==> src/rtl/alu_pkg.sv <==
// Shared definitions for the ALU datapath: add/sub mode encoding and the
// result record produced by the adder family.
package alu_pkg;

    localparam logic OP_ADD = 1'b0;
    localparam logic OP_SUB = 1'b1;

    localparam int ALU_WIDTH = 32;

    typedef struct packed {
        logic [ALU_WIDTH-1:0] sum;
        logic                 carryOut;
        logic                 overflow;
        logic                 zero;
    } alu_result_t;

endpackage

==> src/rtl/addsub_chunk.sv <==
// Combinational C-bit ripple slice; also exposes the carry into its top bit
// so the owner can form the two's-complement overflow flag.
module addsub_chunk #(
    parameter int C = 8
) (
    input  logic [C-1:0] a,
    input  logic [C-1:0] b,
    input  logic         cin,
    output logic [C-1:0] s,
    output logic         cout,
    output logic         c_msb
);

    logic [C:0] carry;

    always_comb begin
        carry    = '0;
        s        = '0;
        carry[0] = cin;
        for (int i = 0; i < C; i++) begin
            s[i]       = a[i] ^ b[i] ^ carry[i];
            carry[i+1] = (a[i] & b[i]) | (carry[i] & (a[i] ^ b[i]));
        end
    end

    assign cout  = carry[C];
    assign c_msb = carry[C-1];

endmodule

==> src/rtl/pipelined_addsub.sv <==
// Pipelined add/subtract: one C-bit chunk per stage with the carry registered
// between stages, valid/ready flow control with bubble collapse and flush.
module pipelined_addsub
    import alu_pkg::*;
#(
    parameter int WIDTH  = 32,
    parameter int STAGES = 4
) (
    input  logic             clk,
    input  logic             reset,
    input  logic             flush,
    input  logic             in_valid,
    output logic             in_ready,
    input  logic [WIDTH-1:0] operandA,
    input  logic [WIDTH-1:0] operandB,
    input  logic             carryIn,
    input  logic             sub,
    output logic             out_valid,
    input  logic             out_ready,
    output logic [WIDTH-1:0] sum,
    output logic             carryOut,
    output logic             overflow,
    output logic             zero
);

    localparam int C = WIDTH / STAGES;

    logic [STAGES-1:0]            v_q;
    logic [STAGES-1:0]            rdy;
    logic [STAGES-1:0]            up_valid;
    logic [STAGES-1:0]            c_q;
    logic [STAGES-1:0]            c_d;
    logic [STAGES-1:0]            c_msb;
    logic [STAGES-1:0][WIDTH-1:0] res_q;
    logic [STAGES-1:0][WIDTH-1:0] res_d;
    logic [STAGES-1:0][WIDTH-1:0] a_q;
    logic [STAGES-1:0][WIDTH-1:0] a_d;
    logic [STAGES-1:0][WIDTH-1:0] b_q;
    logic [STAGES-1:0][WIDTH-1:0] b_d;
    logic                         ovf_q;
    logic                         ovf_d;
    logic                         zero_q;
    logic                         zero_d;
    logic [WIDTH-1:0]             b_prep;
    logic                         cin_prep;

    assign b_prep   = (sub == OP_ADD) ? operandB : ~operandB;
    assign cin_prep = (sub == OP_SUB) ? ~carryIn : carryIn;

    // Unconsumed operand bits travel right-shifted so the next chunk always
    // sits in the low C bits; results accumulate with zeros above the
    // newest chunk, which lets each stage simply OR its chunk in.
    for (genvar gi = 0; gi < STAGES; gi++) begin : g_stage
        logic [WIDTH-1:0] a_src;
        logic [WIDTH-1:0] b_src;
        logic [WIDTH-1:0] r_src;
        logic             c_src;
        logic [C-1:0]     s_chunk;

        if (gi == 0) begin : g_first
            assign a_src        = operandA;
            assign b_src        = b_prep;
            assign c_src        = cin_prep;
            assign r_src        = '0;
            assign up_valid[gi] = in_valid && !flush;
        end else begin : g_next
            assign a_src        = a_q[gi-1];
            assign b_src        = b_q[gi-1];
            assign c_src        = c_q[gi-1];
            assign r_src        = res_q[gi-1];
            assign up_valid[gi] = v_q[gi-1];
        end

        addsub_chunk #(
            .C(C)
        ) u_chunk (
            .a    (a_src[C-1:0]),
            .b    (b_src[C-1:0]),
            .cin  (c_src),
            .s    (s_chunk),
            .cout (c_d[gi]),
            .c_msb(c_msb[gi])
        );

        assign a_d[gi]   = a_src >> C;
        assign b_d[gi]   = b_src >> C;
        assign res_d[gi] = r_src | (WIDTH'(s_chunk) << (gi * C));

        // A stage can move unless it and every stage downstream is full
        // while the consumer stalls.
        assign rdy[gi] = out_ready || !(&v_q[STAGES-1:gi]);
    end

    assign ovf_d    = c_msb[STAGES-1] ^ c_d[STAGES-1];
    assign zero_d   = (res_d[STAGES-1] == '0);
    assign in_ready = rdy[0] && !flush;

    always_ff @(posedge clk or posedge reset) begin
        if (reset) begin
            v_q    <= '0;
            c_q    <= '0;
            res_q  <= '0;
            a_q    <= '0;
            b_q    <= '0;
            ovf_q  <= 1'b0;
            zero_q <= 1'b0;
        end else begin
            for (int k = 0; k < STAGES; k++) begin
                if (rdy[k] && up_valid[k]) begin
                    res_q[k] <= res_d[k];
                    c_q[k]   <= c_d[k];
                    a_q[k]   <= a_d[k];
                    b_q[k]   <= b_d[k];
                end
            end
            if (rdy[STAGES-1] && up_valid[STAGES-1]) begin
                ovf_q  <= ovf_d;
                zero_q <= zero_d;
            end
            if (flush) begin
                v_q <= '0;
            end else begin
                v_q <= (v_q & ~rdy) | (up_valid & rdy);
            end
        end
    end

    assign out_valid = v_q[STAGES-1];
    assign sum       = res_q[STAGES-1];
    assign carryOut  = c_q[STAGES-1];
    assign overflow  = ovf_q;
    assign zero      = zero_q;

    logic unused_tail;
    assign unused_tail = ^{a_q[STAGES-1], b_q[STAGES-1], c_msb};

endmodule

==> config.mk <==
export PLATFORM = sky130hd
export DESIGN_NAME = pipelined_addsub
export DESIGN_NICKNAME = d
export VERILOG_FILES = /design/src/rtl/alu_pkg.sv /design/src/rtl/addsub_chunk.sv /design/src/rtl/pipelined_addsub.sv
export SDC_FILE = /design/constraint.sdc
export NUM_CORES = 1
export LEC_CHECK = 0
export ABC_AREA = 1
export BUFFER_PORTS_ARGS = -buffer_cell sky130_fd_sc_hd__buf_2
export CORE_UTILIZATION = 46
export DETAILED_ROUTE_END_ITERATION = 8
export PLACE_DENSITY = 0.76
export SYNTH_ARGS = -nofsm -noshare
export SYNTH_HDL_FRONTEND = slang
export SYNTH_SLANG_ARGS = --single-unit
==> constraint.sdc <==
create_clock -name clk -period 5.4 [get_ports clk]
set_clock_uncertainty 0.15 [all_clocks]
set_input_delay 0.54 -clock clk [delete_from_list [all_inputs] [get_ports clk]]
set_output_delay 0.54 -clock clk [all_outputs]
set_load 0.02 [all_outputs]
# --- After elaboration in Yosys (flattened, before gate mapping) ---
# Index checks and enable logic that the tools add are counted.
word_totals:
  output_inout_bits: 37
  word_cells: 209
  input_bits: 71
  regBits: 210
op_classes:
  reduce_logical: 19
  bitwise_logic: 170
  mux: 3
ops:
  columns: ["op", "count"]
  rows:
  - ["1-bit XOR", 65]
  - ["1-bit bitwise AND", 64]
  - ["32-bit logical NOT", 1]
  - ["32-bit two-way mux", 1]
  - ["32-bit NOT", 1]
  - ["1-bit bitwise OR", 32]
  - ["32-bit by 24-bit bitwise OR with 32-bit output", 1]
  - ["32-bit bitwise OR", 1]
  - ["8-bit by 16-bit bitwise OR with 16-bit output", 1]
  - ["4-bit bitwise AND", 2]
  - ["1-bit logical AND", 6]
  - ["1-bit logical NOT", 5]
  - ["1-bit logical OR", 4]
  - ["4-bit two-way mux", 1]
  - ["4-bit NOT", 1]
  - ["4-bit bitwise OR", 1]
  - ["4-bit AND reduction", 1]
  - ["3-bit AND reduction", 1]
  - ["2-bit AND reduction", 1]
  - ["1-bit two-way mux", 1]
  - ["1-bit NOT", 1]

# --- Depth between registers and ports, before layout ---
# Gate-level depths: netlist of run 1.
depth:
  word_depth: 19
  depth_mapped: 16

# --- By module ---
# Synthesis of run 1 repeated with hierarchy kept, for this count alone.
unflattened:
  hier_cells: 899
  hier_area_um2: 8313.0
modules_own_cells:
  columns: ["mod", "area_each_um2", "n_inst", "cells_per_inst", "seq_area_each_um2"]
  rows:
  - ["pipelined_addsub", 7522.2, 1, 827, 4654.5]
  - ["addsub_chunk", 197.7, 4, 18, 0.0]

# --- Worst setup path before layout of run 1 ---
# No wires, ideal clock.
synth_path:
  path_kind: "input -> register"
  from: "in sub"
  to: "reg res_q (netlist bit g_stage[1].r_src[7])"
  slack_ps: 750
  t_required_ps: 5134
  stages: 16
  arrival_time_ps: 4384
  cell_sequence: "buf_2 buf_2 xnor2_1 fa_1 inv_1 fa_1 inv_1 fa_1 fa_1 fa_1 fa_1 fa_1 inv_1 fa_1 nand3_1 nand2_1"
synth_between:
  elab_chain_len: 17
  elab_cells_between_ends: 32
synth_rtl:
  columns: ["item", "line_no", "rtl"]
  rows:
  - ["start, declared", "pipelined_addsub.sv:17", "input logic sub,"]
  - ["32-bit two-way mux", "pipelined_addsub.sv:47", "assign b_prep = (sub == OP_ADD) ? operandB : ~operandB;"]
  - ["1-bit XOR", "addsub_chunk.sv:22", "carry[i+1] = (a[i] & b[i]) | (carry[i] & (a[i] ^ b[i]));"]
  - ["1-bit bitwise AND", "addsub_chunk.sv:22", null]
  - ["1-bit bitwise OR", "addsub_chunk.sv:22", null]
  - ["1-bit bitwise AND", "addsub_chunk.sv:22", null]
  - ["1-bit bitwise OR", "addsub_chunk.sv:22", null]
  - ["1-bit bitwise AND", "addsub_chunk.sv:22", null]
  - ["1-bit bitwise OR", "addsub_chunk.sv:22", null]
  - ["(+2 left out)", null, null]
  - ["1-bit bitwise AND", "addsub_chunk.sv:22", null]
  - ["1-bit bitwise OR", "addsub_chunk.sv:22", null]
  - ["1-bit bitwise AND", "addsub_chunk.sv:22", null]
  - ["1-bit bitwise OR", "addsub_chunk.sv:22", null]
  - ["1-bit bitwise AND", "addsub_chunk.sv:22", null]
  - ["1-bit bitwise OR", "addsub_chunk.sv:22", null]
  - ["1-bit XOR *", "addsub_chunk.sv:21", "s[i] = a[i] ^ b[i] ^ carry[i];"]
  - ["net g_stage[0].s_chunk[7]", "pipelined_addsub.sv:58", "logic [C-1:0] s_chunk;"]
  - ["end signal, assigned by index", "pipelined_addsub.sv:110", "res_q[k] <= res_d[k];"]
  - ["end, declared", "pipelined_addsub.sv:34", "logic [STAGES-1:0][WIDTH-1:0] res_q;"]
# Mark *: on every way through the listed nets, which the timed path passes. The rest lies on a longest branch.
# A chain may end at the register's enable or synchronous reset.

# --- Worst setup path in the final report of run 1 ---
layout_path:
  from: "reg a_q (netlist bit g_stage[3].a_src[0])"
  to: "reg zero_q (netlist: zero)"
layout_between:
  elab_chain_len: 18
  elab_cells_between_ends: 26
layout_rtl:
  columns: ["item", "line_no", "rtl"]
  rows:
  - ["start, declared", "pipelined_addsub.sv:36", "logic [STAGES-1:0][WIDTH-1:0] a_q;"]
  - ["start signal, assigned by index", "pipelined_addsub.sv:112", "a_q[k] <= a_d[k];"]
  - ["1-bit XOR", "addsub_chunk.sv:21, addsub_chunk.sv:22", null]
  - ["1-bit bitwise AND", "addsub_chunk.sv:22", null]
  - ["1-bit bitwise OR", "addsub_chunk.sv:22", null]
  - ["1-bit bitwise AND", "addsub_chunk.sv:22", null]
  - ["1-bit bitwise OR", "addsub_chunk.sv:22", null]
  - ["1-bit bitwise AND", "addsub_chunk.sv:22", null]
  - ["1-bit bitwise OR", "addsub_chunk.sv:22", null]
  - ["1-bit bitwise AND", "addsub_chunk.sv:22", null]
  - ["(+2 left out)", null, null]
  - ["1-bit bitwise OR", "addsub_chunk.sv:22", null]
  - ["1-bit bitwise AND", "addsub_chunk.sv:22", null]
  - ["1-bit bitwise OR", "addsub_chunk.sv:22", null]
  - ["1-bit bitwise AND", "addsub_chunk.sv:22", null]
  - ["1-bit bitwise OR", "addsub_chunk.sv:22", null]
  - ["1-bit XOR", "addsub_chunk.sv:21", null]
  - ["32-bit bitwise OR *", "pipelined_addsub.sv:87", "assign res_d[gi] = r_src | (WIDTH'(s_chunk) << (gi * C));"]
  - ["32-bit logical NOT *", "pipelined_addsub.sv:95", "assign zero_d = (res_d[STAGES-1] == '0);"]
  - ["end signal, assigned", "pipelined_addsub.sv:118", "zero_q <= zero_d;"]
  - ["end, declared", "pipelined_addsub.sv:42", "logic zero_q;"]
# Every way passes the cells marked *; elsewhere a longest branch is shown, timed or not.

==> impl_metrics.xml, run 1 <==
<?xml version="1.0" encoding="UTF-8"?>
<metrics>
  <group name="critical_path">
    <metric name="worst_setup_path_end_kind" unit="">register</metric>
    <metric name="crit_path_start_kind" unit="">register</metric>
    <metric name="timing.critical_path.arrival" unit="ns">4.33</metric>
    <metric name="critical_path.max_fanout" unit="">2</metric>
    <metric name="cp.required" unit="ns">5.57</metric>
    <metric name="critPathKind" unit="">register to register</metric>
  </group>
  <group name="final_layout">
    <metric name="most_common_cell_after_layout_fill_and_taps_aside" unit="">sky130_fd_sc_hd__nand2_1</metric>
    <metric name="mostFrequentLayoutCells" unit="">303 x sky130_fd_sc_hd__nand2_1, 186 x sky130_fd_sc_hd__dfrtp_1, 107 x sky130_fd_sc_hd__buf_2, 92 x sky130_fd_sc_hd__nand3_1, 51 x sky130_fd_sc_hd__o21ai_0</metric>
    <metric name="insertedDiodeCount" unit="">0</metric>
    <metric name="design_area" unit="um2">9420</metric>
    <metric name="design.final.nets" unit="">1055</metric>
    <metric name="syn2layout_area_growth" unit="%">14.9</metric>
    <metric name="post-route-util" unit="%">54.3</metric>
    <metric name="drive_above_1_share" unit="%">15.6</metric>
  </group>
  <group name="timing">
    <metric name="report.final.setup_viol" unit="">0</metric>
    <metric name="finalHoldViolCount" unit="">0</metric>
    <metric name="relSlewSlack" unit="%">26.9</metric>
    <metric name="period_minus_slack" unit="ns">4.16</metric>
    <metric name="worst_pin_slew" unit="ns">1.09</metric>
    <metric name="final_max_slew_violation_count" unit="">0</metric>
    <metric name="grt_setup_unrepaired" unit="">no</metric>
    <metric name="post-route-worst-setup-slack" unit="ns">1.24</metric>
    <metric name="max_clock_freq" unit="GHz">0.240</metric>
    <metric name="period_share" unit="%">77.0</metric>
    <metric name="fin_tns_setup" unit="ns">0</metric>
  </group>
  <group name="synth">
    <metric name="yosysTopAreaCell" unit="">sky130_fd_sc_hd__dfrtp_1</metric>
    <metric name="post_synth_inst_count" unit="">866</metric>
    <metric name="fraction_of_the_mapped_netlist_area_in_compound_gates" unit="%">4.67</metric>
    <metric name="synthAdderAreaFrac" unit="%">7.81</metric>
    <metric name="largest_family_of_logic_cells_by_synthesized_area" unit="">simple AND/OR/NAND/NOR gates</metric>
    <metric name="synth.yosys.seq_area_share" unit="%">56.7</metric>
    <metric name="yosys_register_bits" unit="">186</metric>
    <metric name="synthDistinctLibCells" unit="">22</metric>
    <metric name="synth_warn" unit="">0</metric>
    <metric name="yosys.area_share.xor_xnor" unit="%">3.63</metric>
    <metric name="area_fraction_of_the_dominant_cell_type_after_synthesis" unit="%">56.7</metric>
    <metric name="mean_syn_cell_area" unit="um2">9.47</metric>
    <metric name="synth_simple_gate_area_share" unit="%">21.8</metric>
    <metric name="synthesis.area" unit="um2">8200</metric>
    <metric name="synth_fp_nets" unit="">969</metric>
    <metric name="synth_mux_area_share" unit="%">0</metric>
    <metric name="synth.area.top_cells" unit="">sky130_fd_sc_hd__dfrtp_1 57%, sky130_fd_sc_hd__nand2_1 14%, sky130_fd_sc_hd__fa_1 7.8%</metric>
  </group>
  <group name="clocking">
    <metric name="cts-buffers-inserted" unit="">17</metric>
    <metric name="cts_num_sinks" unit="">186</metric>
    <metric name="worstSkewPairLatency" unit="ns">0.43</metric>
    <metric name="post_cts_buffers" unit="">0</metric>
    <metric name="cts-htree-levels" unit="">4</metric>
    <metric name="cts.clk_slew.worst_paths" unit="ns">0.07</metric>
    <metric name="post_cts_hold_buffer_count" unit="">0</metric>
    <metric name="tritoncts_clock_tree" unit="">yes</metric>
    <metric name="ctsResizeCount" unit="">0</metric>
    <metric name="cts_buffer_depth" unit="">2</metric>
    <metric name="cts-root-buf" unit="">sky130_fd_sc_hd__clkbuf_16</metric>
  </group>
  <group name="floorplan">
    <metric name="die_h" unit="um">136</metric>
    <metric name="core_area" unit="um2">17400</metric>
    <metric name="row_count" unit="">48</metric>
    <metric name="die_width" unit="um">136</metric>
    <metric name="count_of_pins_on_the_block_boundary" unit="">108</metric>
    <metric name="floorplan.die_area" unit="um2">18400</metric>
    <metric name="initial_core_util" unit="%">47.3</metric>
  </group>
  <group name="global_routing">
    <metric name="grt_start_max_net_pins" unit="">187</metric>
    <metric name="globalRouteOverflowTotal" unit="">0</metric>
    <metric name="first_pass_grt_wire_length" unit="mm">27.5</metric>
    <metric name="grt_antenna_before_repair" unit="">0</metric>
    <metric name="grt_util_all_layers" unit="%">19.4</metric>
    <metric name="grt_pass1_vias" unit="">5612</metric>
  </group>
  <group name="power_and_ir_drop">
    <metric name="power_density" unit="nW/um2">424</metric>
    <metric name="static_leakage_power" unit="nW">4.95</metric>
    <metric name="post-layout-total-power" unit="mW">4.00</metric>
    <metric name="irDropWorstVdd" unit="mV">0.242</metric>
  </group>
  <group name="routing">
    <metric name="vias_per_cell" unit="">4.84</metric>
    <metric name="vias" unit="">5749</metric>
    <metric name="routed_wire_length_per_instance" unit="um">13.7</metric>
    <metric name="detail_route.drc_violations" unit="">0</metric>
    <metric name="ant_nets" unit="">0</metric>
    <metric name="detailedRoute.firstIterationViolations" unit="">410</metric>
    <metric name="detail_route.first_pass.iterations" unit="">5</metric>
    <metric name="route.final.wire_length" unit="mm">16.3</metric>
  </group>
  <group name="run">
    <metric name="maxCapViolations" unit="">0</metric>
  </group>
  <group name="placed_design">
    <metric name="placed_cell_area" unit="um2">8850</metric>
    <metric name="port_buffer_count" unit="">107</metric>
    <metric name="dp_hpwl" unit="mm">11.0</metric>
    <metric name="dp_slack" unit="ns">0.839</metric>
    <metric name="gpl.final_weighted_congestion" unit="">0.763</metric>
  </group>
  <group name="status">
    <metric name="status" unit="">completed</metric>
  </group>
  <group name="worst_hold_path">
    <metric name="hold_class" unit="">primary input to register</metric>
  </group>
</metrics>
==> registers in the layout (all words and copies together), names as in the netlist <==
signal / flops
c_q: 4
g_stage.a_src: 48
g_stage.b_src: 48
g_stage.r_src: 48
overflow: 1
sum: 32
v_q: 4
zero: 1
==> per-stage QoR <==
step / cells / hold slack, ns
after floorplan: 866 / 0.292
after global placement: 1158 / 0.304
after detailed placement: 1158 / 0.309
after CTS: 1189 / 0.170
after global routing: 1189 / 0.181
final: 1189 / 0.185
==> synth_stat cells (all sizes together) <==
| cell | number |
|---|---|
| dfrtp | 186 |
| nand2 | 305 |
| nand3 | 93 |
| fa | 32 |
| xor2 | 3 |
| nor2 | 39 |
| xnor2 | 31 |
| a21oi | 21 |
| nand4 | 1 |
| o21bai | 1 |
| clkbuf | 16 |
| o21ai | 54 |
| inv | 52 |
| buf | 32 |
==> cell families after synthesis <==
logic type | count (synthesis)
simple gates | 438
flops | 186
buf+inv | 100
compound gates | 76
xor+xnor | 34
fa+ha+maj | 32
==> power breakdown <==
part	internal, mW	switching, mW	leakage [nW]
logic	0.339	0.531	2.35
clock network	0.693	0.513	0.270
registers	1.71	0.208	2.33
==> layer usage <==
| metal | vias up | track usage (%) | wire [um] |
|---|---|---|---|
| met5 | - | 0 | 0 |
| met4 | 0 | 6.68 | 255 |
| met3 | 22 | 4.64 | 725 |
| met2 | 124 | 28.8 | 7360 |
| met1 | 2714 | 28.0 | 8000 |
| li1 | 2889 | - | - |
==> layout make-up <==
cell class	count	area (um2)
Inverter	52	199
Clock buffer	21	450
Tap cell	225	282
Fill cell	1515	7930
Multi-Input combinational cell	580	3110
Sequential cell	186	4650
Timing Repair Buffer	115	608
Clock inverter	10	119
==> worst max-delay path: stages, from the launching register on <==
cell and delay (ns):
sky130_fd_sc_hd__dfrtp_1 0.40, sky130_fd_sc_hd__fa_1 0.43, sky130_fd_sc_hd__fa_1 0.41, sky130_fd_sc_hd__fa_1 0.40
sky130_fd_sc_hd__fa_1 0.37, sky130_fd_sc_hd__inv_1 0.08, sky130_fd_sc_hd__fa_1 0.17, sky130_fd_sc_hd__inv_1 0.05
sky130_fd_sc_hd__fa_1 0.37, sky130_fd_sc_hd__fa_1 0.42, sky130_fd_sc_hd__inv_1 0.09, sky130_fd_sc_hd__fa_1 0.44
sky130_fd_sc_hd__nand3_1 0.10, sky130_fd_sc_hd__nor2_1 0.05, sky130_fd_sc_hd__nand2_1 0.06, sky130_fd_sc_hd__o21bai_1 0.06
==> path summary, 6_finish.rpt <==
path,start,end,slack (ns),depth (start not counted)
max,g_stage[3].a_src[0]$_DFFE_PP0P_,zero$_DFFE_PP0P_,1.24,15
max reg2reg,g_stage[3].a_src[0]$_DFFE_PP0P_,zero$_DFFE_PP0P_,1.24,15
min,operandA[13],g_stage[1].a_src[5]$_DFFE_PP0P_,0.19,3
max in group asynchronous,reset,g_stage[1].r_src[5]$_DFFE_PP0P_,4.19,3
min reg2reg,g_stage[1].a_src[1]$_DFFE_PP0P_,g_stage[1].a_src[1]$_DFFE_PP0P_,0.32,2
min in group asynchronous,reset,g_stage[3].b_src[6]$_DFFE_PP0P_,0.24,3
(Power assumes the default switching activity.)
==> run 2, diff against run 1 <==
Settings changed: ABC_AREA 1 to 0.
Clock period 5.4 ns to 3.7 ns, I/O delays scaled along.
==> run 2 against run 1 <==
  * The flow now finishes with violations (negative hold slack, negative setup slack)
  * Total power is 79% higher
  * Synthesized area is 0.95% lower
  * Critical path type unchanged
  * Hold slack worse by 0.21 ns
==> impl_metrics.xml, run 2 <==
<?xml version="1.0" encoding="UTF-8"?>
<metrics>
  <group name="status">
    <metric name="status" unit="">complete, but fails checks</metric>
    <metric name="violations" unit="">negative hold slack, negative setup slack</metric>
  </group>
  <group name="clocking">
    <metric name="tritoncts_clock_tree" unit="">yes</metric>
    <metric name="worstSkewPairLatency" unit="ns">0.43</metric>
    <metric name="cts-htree-levels" unit="">4</metric>
    <metric name="cts_buffer_depth" unit="">2</metric>
    <metric name="cts-buffers-inserted" unit="">17</metric>
    <metric name="cts-root-buf" unit="">sky130_fd_sc_hd__clkbuf_16</metric>
    <metric name="cts.clk_slew.worst_paths" unit="ns">0.07</metric>
    <metric name="cts_num_sinks" unit="">186</metric>
  </group>
  <group name="global_routing">
    <metric name="first_pass_grt_wire_length" unit="mm">24.8</metric>
    <metric name="grt_antenna_before_repair" unit="">0</metric>
    <metric name="grt_pass1_vias" unit="">4971</metric>
    <metric name="grt_start_max_net_pins" unit="">187</metric>
    <metric name="grt_util_all_layers" unit="%">18.0</metric>
    <metric name="globalRouteOverflowTotal" unit="">0</metric>
  </group>
  <group name="critical_path">
    <metric name="standard_cell_with_the_maximum_stage_delay_on_the_critical_path" unit="">sky130_fd_sc_hd__fa_2</metric>
    <metric name="crit_chain" unit="">fa_2 -&gt; fa_2 -&gt; fa_2 -&gt; fa_2 -&gt; inv_2 -&gt; fa_2 -&gt; inv_2 -&gt; fa_2 -&gt; fa_2 -&gt; inv_2 -&gt; fa_2 -&gt; nand4_1 -&gt; o41ai_2</metric>
    <metric name="timing.critical_path.arrival" unit="ns">3.98</metric>
    <metric name="timing.reg2reg.worst_path_depth" unit="">13</metric>
    <metric name="worst_setup_path_end_kind" unit="">register</metric>
    <metric name="critPathKind" unit="">register to register</metric>
    <metric name="worst-r2r-setup-slack" unit="ns">-0.12</metric>
    <metric name="timing.rr.end" unit="">zero$_DFFE_PP0P_</metric>
    <metric name="critical_path.max_fanout" unit="">2</metric>
    <metric name="critPathMostFrequentCell" unit="">sky130_fd_sc_hd__fa_2</metric>
    <metric name="critical_path_s_largest_stage_delay" unit="ns">0.43</metric>
    <metric name="reg2reg_from" unit="">g_stage[3].a_src[0]$_DFFE_PP0P_</metric>
    <metric name="crit_path_start_kind" unit="">register</metric>
    <metric name="cp.required" unit="ns">3.85</metric>
  </group>
  <group name="final_layout">
    <metric name="multiInputGateArea" unit="um2">3260</metric>
    <metric name="layout_fillers" unit="">1407</metric>
    <metric name="register_area" unit="um2">4650</metric>
    <metric name="insertedDiodeCount" unit="">0</metric>
    <metric name="drive_above_1_share" unit="%">52.5</metric>
    <metric name="design.final.nets" unit="">760</metric>
    <metric name="syn2layout_area_growth" unit="%">19.6</metric>
    <metric name="most_common_cell_after_layout_fill_and_taps_aside" unit="">sky130_fd_sc_hd__dfrtp_1</metric>
    <metric name="mostFrequentLayoutCells" unit="">186 x sky130_fd_sc_hd__dfrtp_1, 156 x sky130_fd_sc_hd__mux2_2, 105 x sky130_fd_sc_hd__buf_2, 30 x sky130_fd_sc_hd__inv_1, 27 x sky130_fd_sc_hd__fa_2</metric>
  </group>
  <group name="synth">
    <metric name="synthesis.area" unit="um2">8130</metric>
    <metric name="number_of_enable_type_register_cells_in_the_synthesized_netlist" unit="">0</metric>
    <metric name="mean_syn_cell_area" unit="um2">15.0</metric>
    <metric name="yosysTopAreaCell" unit="">sky130_fd_sc_hd__dfrtp_1</metric>
    <metric name="synth_ff_type" unit="">sky130_fd_sc_hd__dfrtp_1</metric>
    <metric name="postSynth.asyncResetShare" unit="%">100</metric>
    <metric name="post_synth_inst_count" unit="">541</metric>
    <metric name="synth_fp_nets" unit="">644</metric>
    <metric name="yosys-top-cells-count" unit="">186 x sky130_fd_sc_hd__dfrtp_1, 157 x sky130_fd_sc_hd__mux2_2, 40 x sky130_fd_sc_hd__inv_1</metric>
    <metric name="synth_most_common_cell" unit="">sky130_fd_sc_hd__dfrtp_1</metric>
    <metric name="synth.area.top_cells" unit="">sky130_fd_sc_hd__dfrtp_1 57%, sky130_fd_sc_hd__mux2_2 22%, sky130_fd_sc_hd__fa_1 7.9%</metric>
    <metric name="synth.yosys.seq_area_share" unit="%">57.3</metric>
    <metric name="yosys_register_bits" unit="">186</metric>
    <metric name="area_fraction_of_the_dominant_cell_type_after_synthesis" unit="%">57.3</metric>
    <metric name="synth_warn" unit="">0</metric>
    <metric name="synthDistinctLibCells" unit="">27</metric>
  </group>
  <group name="timing">
    <metric name="grt_setup_unrepaired" unit="">yes</metric>
    <metric name="max_clock_freq" unit="GHz">0.262</metric>
    <metric name="worst_pin_slew" unit="ns">1.07</metric>
    <metric name="final_max_slew_violation_count" unit="">0</metric>
    <metric name="relSlewSlack" unit="%">28.5</metric>
    <metric name="final.hold.worst_slack" unit="ns">-0.0285</metric>
    <metric name="period_minus_slack" unit="ns">3.82</metric>
    <metric name="period_share" unit="%">103</metric>
    <metric name="post-route-worst-setup-slack" unit="ns">-0.122</metric>
    <metric name="finalHoldViolCount" unit="">6</metric>
    <metric name="report.final.setup_viol" unit="">4</metric>
    <metric name="fin_tns_setup" unit="ns">-0.185</metric>
  </group>
  <group name="floorplan">
    <metric name="count_of_pins_on_the_block_boundary" unit="">108</metric>
    <metric name="die_width" unit="um">135</metric>
    <metric name="initial_core_util" unit="%">47.0</metric>
    <metric name="floorplan.die_area" unit="um2">18200</metric>
    <metric name="die_h" unit="um">135</metric>
    <metric name="row_count" unit="">48</metric>
    <metric name="core_area" unit="um2">17300</metric>
  </group>
  <group name="placed_design">
    <metric name="port_buffer_count" unit="">107</metric>
    <metric name="dp_slack" unit="ns">-0.521</metric>
    <metric name="gpl.final_weighted_congestion" unit="">0.744</metric>
    <metric name="dp_hpwl" unit="mm">10.4</metric>
  </group>
  <group name="routing">
    <metric name="ant_nets" unit="">0</metric>
    <metric name="detail_route.drc_violations" unit="">0</metric>
    <metric name="route.final.wire_length" unit="mm">15.1</metric>
    <metric name="detailedRoute.firstIterationViolations" unit="">248</metric>
    <metric name="detail_route.first_pass.iterations" unit="">4</metric>
    <metric name="vias" unit="">4471</metric>
    <metric name="vias_per_cell" unit="">5.00</metric>
    <metric name="routed_wire_length_per_instance" unit="um">16.9</metric>
  </group>
  <group name="power_and_ir_drop">
    <metric name="irDropWorstVdd" unit="mV">0.363</metric>
    <metric name="power_density" unit="nW/um2">737</metric>
    <metric name="static_leakage_power" unit="nW">4.35</metric>
  </group>
  <group name="worst_hold_path">
    <metric name="hold_class" unit="">primary input to async pin</metric>
  </group>
  <group name="run">
    <metric name="maxCapViolations" unit="">0</metric>
  </group>
</metrics>
==> run 2: changes by cell type after synthesis, moves of 34 or more <==
cell	delta
sky130_fd_sc_hd__nand2_1	-300
sky130_fd_sc_hd__mux2_2	+157
sky130_fd_sc_hd__nand3_1	-88
sky130_fd_sc_hd__o21ai_0	-38
sky130_fd_sc_hd__nor2_1	-34
==> run 2: critical path, delay by kind of cell (launching register included) <==
family | cells | cell delay (ns)
AOI/OAI and AO/OA | 1 | 0.08
buffers and inverters | 3 | 0.18
and+or+nand+nor | 1 | 0.11
DFF | 1 | 0.40
adders and majority gates | 8 | 2.76
==> run 2: repair_timing <==
action / CTS / global route
setup endpoints to repair: 6 / 6
pin swaps: 1 / 1
hold buffers: 2 / 0
resized for setup: 18 / 10
setup buffers: 1 / 1
gates cloned: 0 / 0
hold endpoints to repair: 2 / 0
==> run 2: final cells by class <==
cell class                 instances  area share [%]
clock inverter                    13            2.55
timing repair buffer             121            7.07
inverter                          40            1.58
multi-input combinational        291            33.6
clock buffer                      19            4.45
tap                              225            2.90
sequential                       186            47.9
==> run 2: cells by family (layout without fill, tap and decap cells) <==
| group | after synthesis | in the layout | synth area share, % |
|---|---|---|---|
| xor gates and xnor gates | 34 | 34 | 3.66 |
| AOI/OAI and AO/OA | 30 | 30 | 2.02 |
| adders and majority gates | 32 | 32 | 7.88 |
| muxes | 168 | 168 | 23.2 |
| DFF | 186 | 186 | 57.3 |
| and+or+nand+nor | 27 | 27 | 1.94 |
| buffers and inverters | 64 | 193 | 3.97 |
==> run 2: worst max-delay path by stage <==
stage / depth (start not counted) / slack (ns) / startpoint / to
global route: 13 / -0.21 / g_stage[3].a_src[0]$_DFFE_PP0P_ / zero$_DFFE_PP0P_
detailed placement: 14 / -0.52 / sub / g_stage[1].r_src[7]$_DFFE_PP0P_
finish: 13 / -0.12 / g_stage[3].a_src[0]$_DFFE_PP0P_ / zero$_DFFE_PP0P_
floorplan: 15 / -0.51 / sub / g_stage[1].r_src[7]$_DFFE_PP0P_
CTS: 13 / -0.09 / g_stage[3].a_src[0]$_DFFE_PP0P_ / zero$_DFFE_PP0P_
global placement: 14 / -0.42 / sub / g_stage[1].r_src[7]$_DFFE_PP0P_
==> run 2: layer usage <==
metal  routed length (um)  vias to the layer above  share of wire, %  global-route usage, %
met4                  284                        0               1.9                   7.80
met1                 6440                     2301                43                   22.5
met3                  624                       26               4.1                   4.58
li1                     -                     2064                 -                      -
met5                    0                        -                 0                      0
met2                 7780                       80                51                   29.8
==> run 2: report_power, final <==
| group | leakage (nW) | total [mW] | switching, mW | internal (mW) |
|---|---|---|---|---|
| Clock | 0.323 | 2.07 | 0.745 | 1.33 |
| Combinational | 1.82 | 1.89 | 0.904 | 0.988 |
| Sequential | 2.21 | 3.20 | 0.466 | 2.73 |
==> run 2: through the flow <==
step | cell area (um2) | total power, mW | utilization [%] | hold slack [ns] | instances
2_1_floorplan | 8220 | 4.40 | - | 0.283 | 541
3_5_place_dp | 8940 | 5.07 | 51.7 | 0.341 | 859
4_1_cts | 9690 | 7.21 | 56.0 | 0.00117 | 894
3_3_place_gp | 8940 | 4.95 | 51.7 | 0.333 | 859
5_1_grt | 9720 | 7.57 | 56.2 | 0.00897 | 895
6_report | 9720 | 7.17 | 56.2 | -0.0285 | 895
==> run 3, diff against run 2 <==
Settings changed: SYNTH_HIERARCHICAL from default to 1.
==> run 3 against run 2 <==
  * The flow finishes with violations (negative setup slack)
  * Critical path depth up 2
  * Clock power fell by 15%
  * Non-clock buffer count increased by 2
  * Utilization grew 0.14 points
  * Fmax is 1.9% lower
  * Register-to-register slack got worse by 0.07 ns
  * Clock-buffer cell count rose by 2
  * Hold slack better by 0.047 ns
  * Critical endpoint unchanged
  * Largest cell class unchanged
==> impl_metrics.xml, run 3 <==
<?xml version="1.0" encoding="UTF-8"?>
<metrics>
  <group name="final_layout">
    <metric name="design_area" unit="um2">9780</metric>
    <metric name="mostFrequentLayoutCells" unit="">186 x sky130_fd_sc_hd__dfrtp_1, 139 x sky130_fd_sc_hd__mux2_2, 107 x sky130_fd_sc_hd__buf_2, 32 x sky130_fd_sc_hd__inv_1, 32 x sky130_fd_sc_hd__xor2_1</metric>
    <metric name="number_of_standard_cells_in_the_final_layout_excluding_fillers" unit="">886</metric>
    <metric name="design.final.nets" unit="">750</metric>
    <metric name="most_common_cell_after_layout_fill_and_taps_aside" unit="">sky130_fd_sc_hd__dfrtp_1</metric>
    <metric name="drive_above_1_share" unit="%">56.5</metric>
    <metric name="syn2layout_area_growth" unit="%">18.9</metric>
    <metric name="post-route-util" unit="%">56.3</metric>
  </group>
  <group name="clocking">
    <metric name="worstSkewPairLatency" unit="ns">0.42</metric>
    <metric name="cts-root-buf" unit="">sky130_fd_sc_hd__clkbuf_16</metric>
    <metric name="cts_buffer_depth" unit="">2</metric>
    <metric name="cts-htree-levels" unit="">4</metric>
    <metric name="cts-buffers-inserted" unit="">17</metric>
    <metric name="tritoncts_clock_tree" unit="">yes</metric>
    <metric name="cts.clk_slew.worst_paths" unit="ns">0.07</metric>
    <metric name="cts_num_sinks" unit="">186</metric>
  </group>
  <group name="run">
    <metric name="maxCapViolations" unit="">0</metric>
  </group>
  <group name="floorplan">
    <metric name="die_width" unit="um">136</metric>
    <metric name="core_area" unit="um2">17400</metric>
    <metric name="initial_core_util" unit="%">47.4</metric>
    <metric name="row_count" unit="">48</metric>
    <metric name="count_of_pins_on_the_block_boundary" unit="">108</metric>
    <metric name="die_h" unit="um">136</metric>
    <metric name="floorplan.die_area" unit="um2">18400</metric>
  </group>
  <group name="routing">
    <metric name="vias" unit="">4425</metric>
    <metric name="vias_per_cell" unit="">4.99</metric>
    <metric name="routed-wl-met2" unit="mm">7.95</metric>
    <metric name="routedLengthMet1" unit="mm">6.25</metric>
    <metric name="ant_nets" unit="">0</metric>
    <metric name="detail_route.drc_violations" unit="">0</metric>
    <metric name="dr.max_layer_used" unit="">met5</metric>
    <metric name="route.final.wire_length" unit="mm">15.2</metric>
    <metric name="wl_met3" unit="um">584</metric>
    <metric name="routed_wire_length_per_instance" unit="um">17.2</metric>
    <metric name="detail_route.first_pass.iterations" unit="">4</metric>
    <metric name="detailedRoute.firstIterationViolations" unit="">193</metric>
  </group>
  <group name="placed_design">
    <metric name="port_buffer_count" unit="">107</metric>
    <metric name="dp_slack" unit="ns">-0.375</metric>
    <metric name="gpl.final_weighted_congestion" unit="">0.733</metric>
    <metric name="dp_hpwl" unit="mm">11.0</metric>
    <metric name="number_of_cells_after_detailed_placement" unit="">850</metric>
    <metric name="placed_cell_area" unit="um2">9110</metric>
  </group>
  <group name="synth">
    <metric name="synthDistinctLibCells" unit="">25</metric>
    <metric name="synth_warn" unit="">6</metric>
    <metric name="yosys_register_bits" unit="">186</metric>
    <metric name="yosysTopAreaCell" unit="">sky130_fd_sc_hd__dfrtp_1</metric>
    <metric name="synth_fp_nets" unit="">631</metric>
    <metric name="postSynth.asyncResetShare" unit="%">100</metric>
    <metric name="post_synth_inst_count" unit="">528</metric>
    <metric name="number_of_enable_type_register_cells_in_the_synthesized_netlist" unit="">0</metric>
    <metric name="synth_ff_type" unit="">sky130_fd_sc_hd__dfrtp_1</metric>
    <metric name="synthesis.area" unit="um2">8230</metric>
    <metric name="synth.area.top_cells" unit="">sky130_fd_sc_hd__dfrtp_1 57%, sky130_fd_sc_hd__mux2_2 19%, sky130_fd_sc_hd__fa_1 7.8%</metric>
    <metric name="synth_most_common_cell" unit="">sky130_fd_sc_hd__dfrtp_1</metric>
    <metric name="yosys-top-cells-count" unit="">186 x sky130_fd_sc_hd__dfrtp_1, 140 x sky130_fd_sc_hd__mux2_2, 43 x sky130_fd_sc_hd__inv_1</metric>
    <metric name="synth.yosys.seq_area_share" unit="%">56.6</metric>
    <metric name="area_fraction_of_the_dominant_cell_type_after_synthesis" unit="%">56.6</metric>
    <metric name="mean_syn_cell_area" unit="um2">15.6</metric>
  </group>
  <group name="timing">
    <metric name="period_share" unit="%">105</metric>
    <metric name="report.final.setup_viol" unit="">2</metric>
    <metric name="relSlewSlack" unit="%">29.0</metric>
    <metric name="post-route-worst-setup-slack" unit="ns">-0.194</metric>
    <metric name="max_clock_freq" unit="GHz">0.257</metric>
    <metric name="period_minus_slack" unit="ns">3.89</metric>
    <metric name="final_max_slew_violation_count" unit="">0</metric>
    <metric name="grt_setup_unrepaired" unit="">yes</metric>
    <metric name="finalHoldViolCount" unit="">0</metric>
    <metric name="worst_pin_slew" unit="ns">1.06</metric>
    <metric name="fin_tns_setup" unit="ns">-0.209</metric>
  </group>
  <group name="power_and_ir_drop">
    <metric name="power.switching_fraction" unit="%">31.3</metric>
    <metric name="power.net_switching" unit="mW">2.19</metric>
    <metric name="internal_power_contribution" unit="mW">4.82</metric>
    <metric name="sequentialPowerShare" unit="%">45.8</metric>
    <metric name="power_frac_clock" unit="%">24.9</metric>
    <metric name="irDropWorstVdd" unit="mV">0.319</metric>
    <metric name="pwr-share-comb" unit="%">29.3</metric>
    <metric name="power_density" unit="nW/um2">718</metric>
    <metric name="static_leakage_power" unit="nW">4.49</metric>
  </group>
  <group name="critical_path">
    <metric name="worst_setup_path_end_kind" unit="">register</metric>
    <metric name="timing.critical_path.arrival" unit="ns">4.07</metric>
    <metric name="crit_path_start_kind" unit="">register</metric>
    <metric name="worst-r2r-setup-slack" unit="ns">-0.19</metric>
    <metric name="cp.required" unit="ns">3.88</metric>
    <metric name="reg2reg_from" unit="">g_stage[3].a_src[0]$_DFFE_PP0P_</metric>
    <metric name="critPathKind" unit="">register to register</metric>
    <metric name="critical_path.max_fanout" unit="">2</metric>
    <metric name="timing.rr.end" unit="">zero$_DFFE_PP0P_</metric>
    <metric name="timing.reg2reg.worst_path_depth" unit="">15</metric>
  </group>
  <group name="global_routing">
    <metric name="grt_start_max_net_pins" unit="">49</metric>
    <metric name="globalRouteOverflowTotal" unit="">0</metric>
    <metric name="grt_util_all_layers" unit="%">18.3</metric>
    <metric name="grt_antenna_before_repair" unit="">2</metric>
    <metric name="grt_pass1_vias" unit="">4916</metric>
    <metric name="first_pass_grt_wire_length" unit="mm">25.2</metric>
  </group>
  <group name="status">
    <metric name="status" unit="">complete, but fails checks</metric>
    <metric name="violations" unit="">negative setup slack</metric>
  </group>
  <group name="worst_hold_path">
    <metric name="worstHoldEndpoint" unit="">v_q[1]$_DFF_PP0_</metric>
    <metric name="hp-start" unit="">flush</metric>
    <metric name="hold_class" unit="">primary input to register</metric>
    <metric name="hold_path_depth" unit="">2</metric>
  </group>
</metrics>
## run 3: changes by cell type after synthesis, sizes merged, moves of 3 or more
cell and change:
xor2 +8, a21oi -10, nand2 -3, nand3 -4, xnor2 -8, o21ai -9, mux2 +21, mux2i -9
inv +3
## run 3: power groups by stage
stage	registers [mW]	clock network (mW)	logic, mW
after floorplan	3.33	0	1.18
after global placement	3.20	0	1.88
after detailed placement	3.25	0	1.97
after CTS	3.23	1.79	2.01
after global routing	3.31	1.88	2.27
final	3.22	1.75	2.05
## run 3: layer usage
metal | GRT usage, % | up-vias
met4 | 8.36 | 2
met1 | 22.3 | 2307
met5 | 0 | -
met2 | 30.7 | 78
li1 | - | 2009
met3 | 4.64 | 29
## run 3: worst max path at each step
stage	startpoint	end	cells after the start
floorplan	sub	g_stage[1].r_src[7]$_DFFE_PP0P_	16
CTS	g_stage[3].a_src[0]$_DFFE_PP0P_	zero$_DFFE_PP0P_	15
detailed placement	g_stage[3].a_src[0]$_DFFE_PP0P_	zero$_DFFE_PP0P_	15
finish	g_stage[3].a_src[0]$_DFFE_PP0P_	zero$_DFFE_PP0P_	15
global placement	g_stage[3].a_src[0]$_DFFE_PP0P_	zero$_DFFE_PP0P_	15
global route	g_stage[3].a_src[0]$_DFFE_PP0P_	zero$_DFFE_PP0P_	15
## run 3: critical path, stage by stage, from the launching register on
cell and delay (ns):
sky130_fd_sc_hd__dfrtp_1 0.40, sky130_fd_sc_hd__fa_2 0.39, sky130_fd_sc_hd__inv_2 0.07, sky130_fd_sc_hd__fa_2 0.19
sky130_fd_sc_hd__inv_2 0.04, sky130_fd_sc_hd__fa_2 0.34, sky130_fd_sc_hd__fa_2 0.36, sky130_fd_sc_hd__fa_2 0.34
sky130_fd_sc_hd__fa_2 0.34, sky130_fd_sc_hd__inv_2 0.06, sky130_fd_sc_hd__fa_2 0.18, sky130_fd_sc_hd__inv_2 0.04
sky130_fd_sc_hd__fa_2 0.43, sky130_fd_sc_hd__nor4_2 0.14, sky130_fd_sc_hd__nand4_1 0.12, sky130_fd_sc_hd__o31ai_2 0.22
## run 3: kinds of logic after synthesis
kind of cell / after synthesis / share of synthesized area (%)
fa+ha+maj: 32 / 7.79
xor+xnor: 34 / 3.62
flops: 186 / 56.6
compound gates: 9 / 0.669
mux: 180 / 26.0
buf+inv: 66 / 3.80
simple gates: 21 / 1.52
## run 3: stage by stage
step,power (mW),hold WS [ns]
after CTS,7.03,0.00281
after floorplan,4.51,0.283
final,7.02,0.0188
after detailed placement,5.22,0.334
after global routing,7.46,0.00538
after global placement,5.09,0.328
## run 3: final cells by class
type / count / area [um2]
clock inverters: 11 / 113
repair buffers: 123 / 708
diodes: 1 / 2.50
fillers: 1359 / 7580
multi-input cells: 276 / 3380
well taps: 225 / 282
flip-flops and latches: 186 / 4650
clock buffers: 21 / 470
inverters: 43 / 165
## run 3: repair_timing
action	4_1_cts	5_1_grt
endpoints found under the hold margin	36	0
hold buffers	1	0
setup endpoints to repair	8	8
buffers inserted	1	1
resized for setup	13	16
pin swaps	1	1
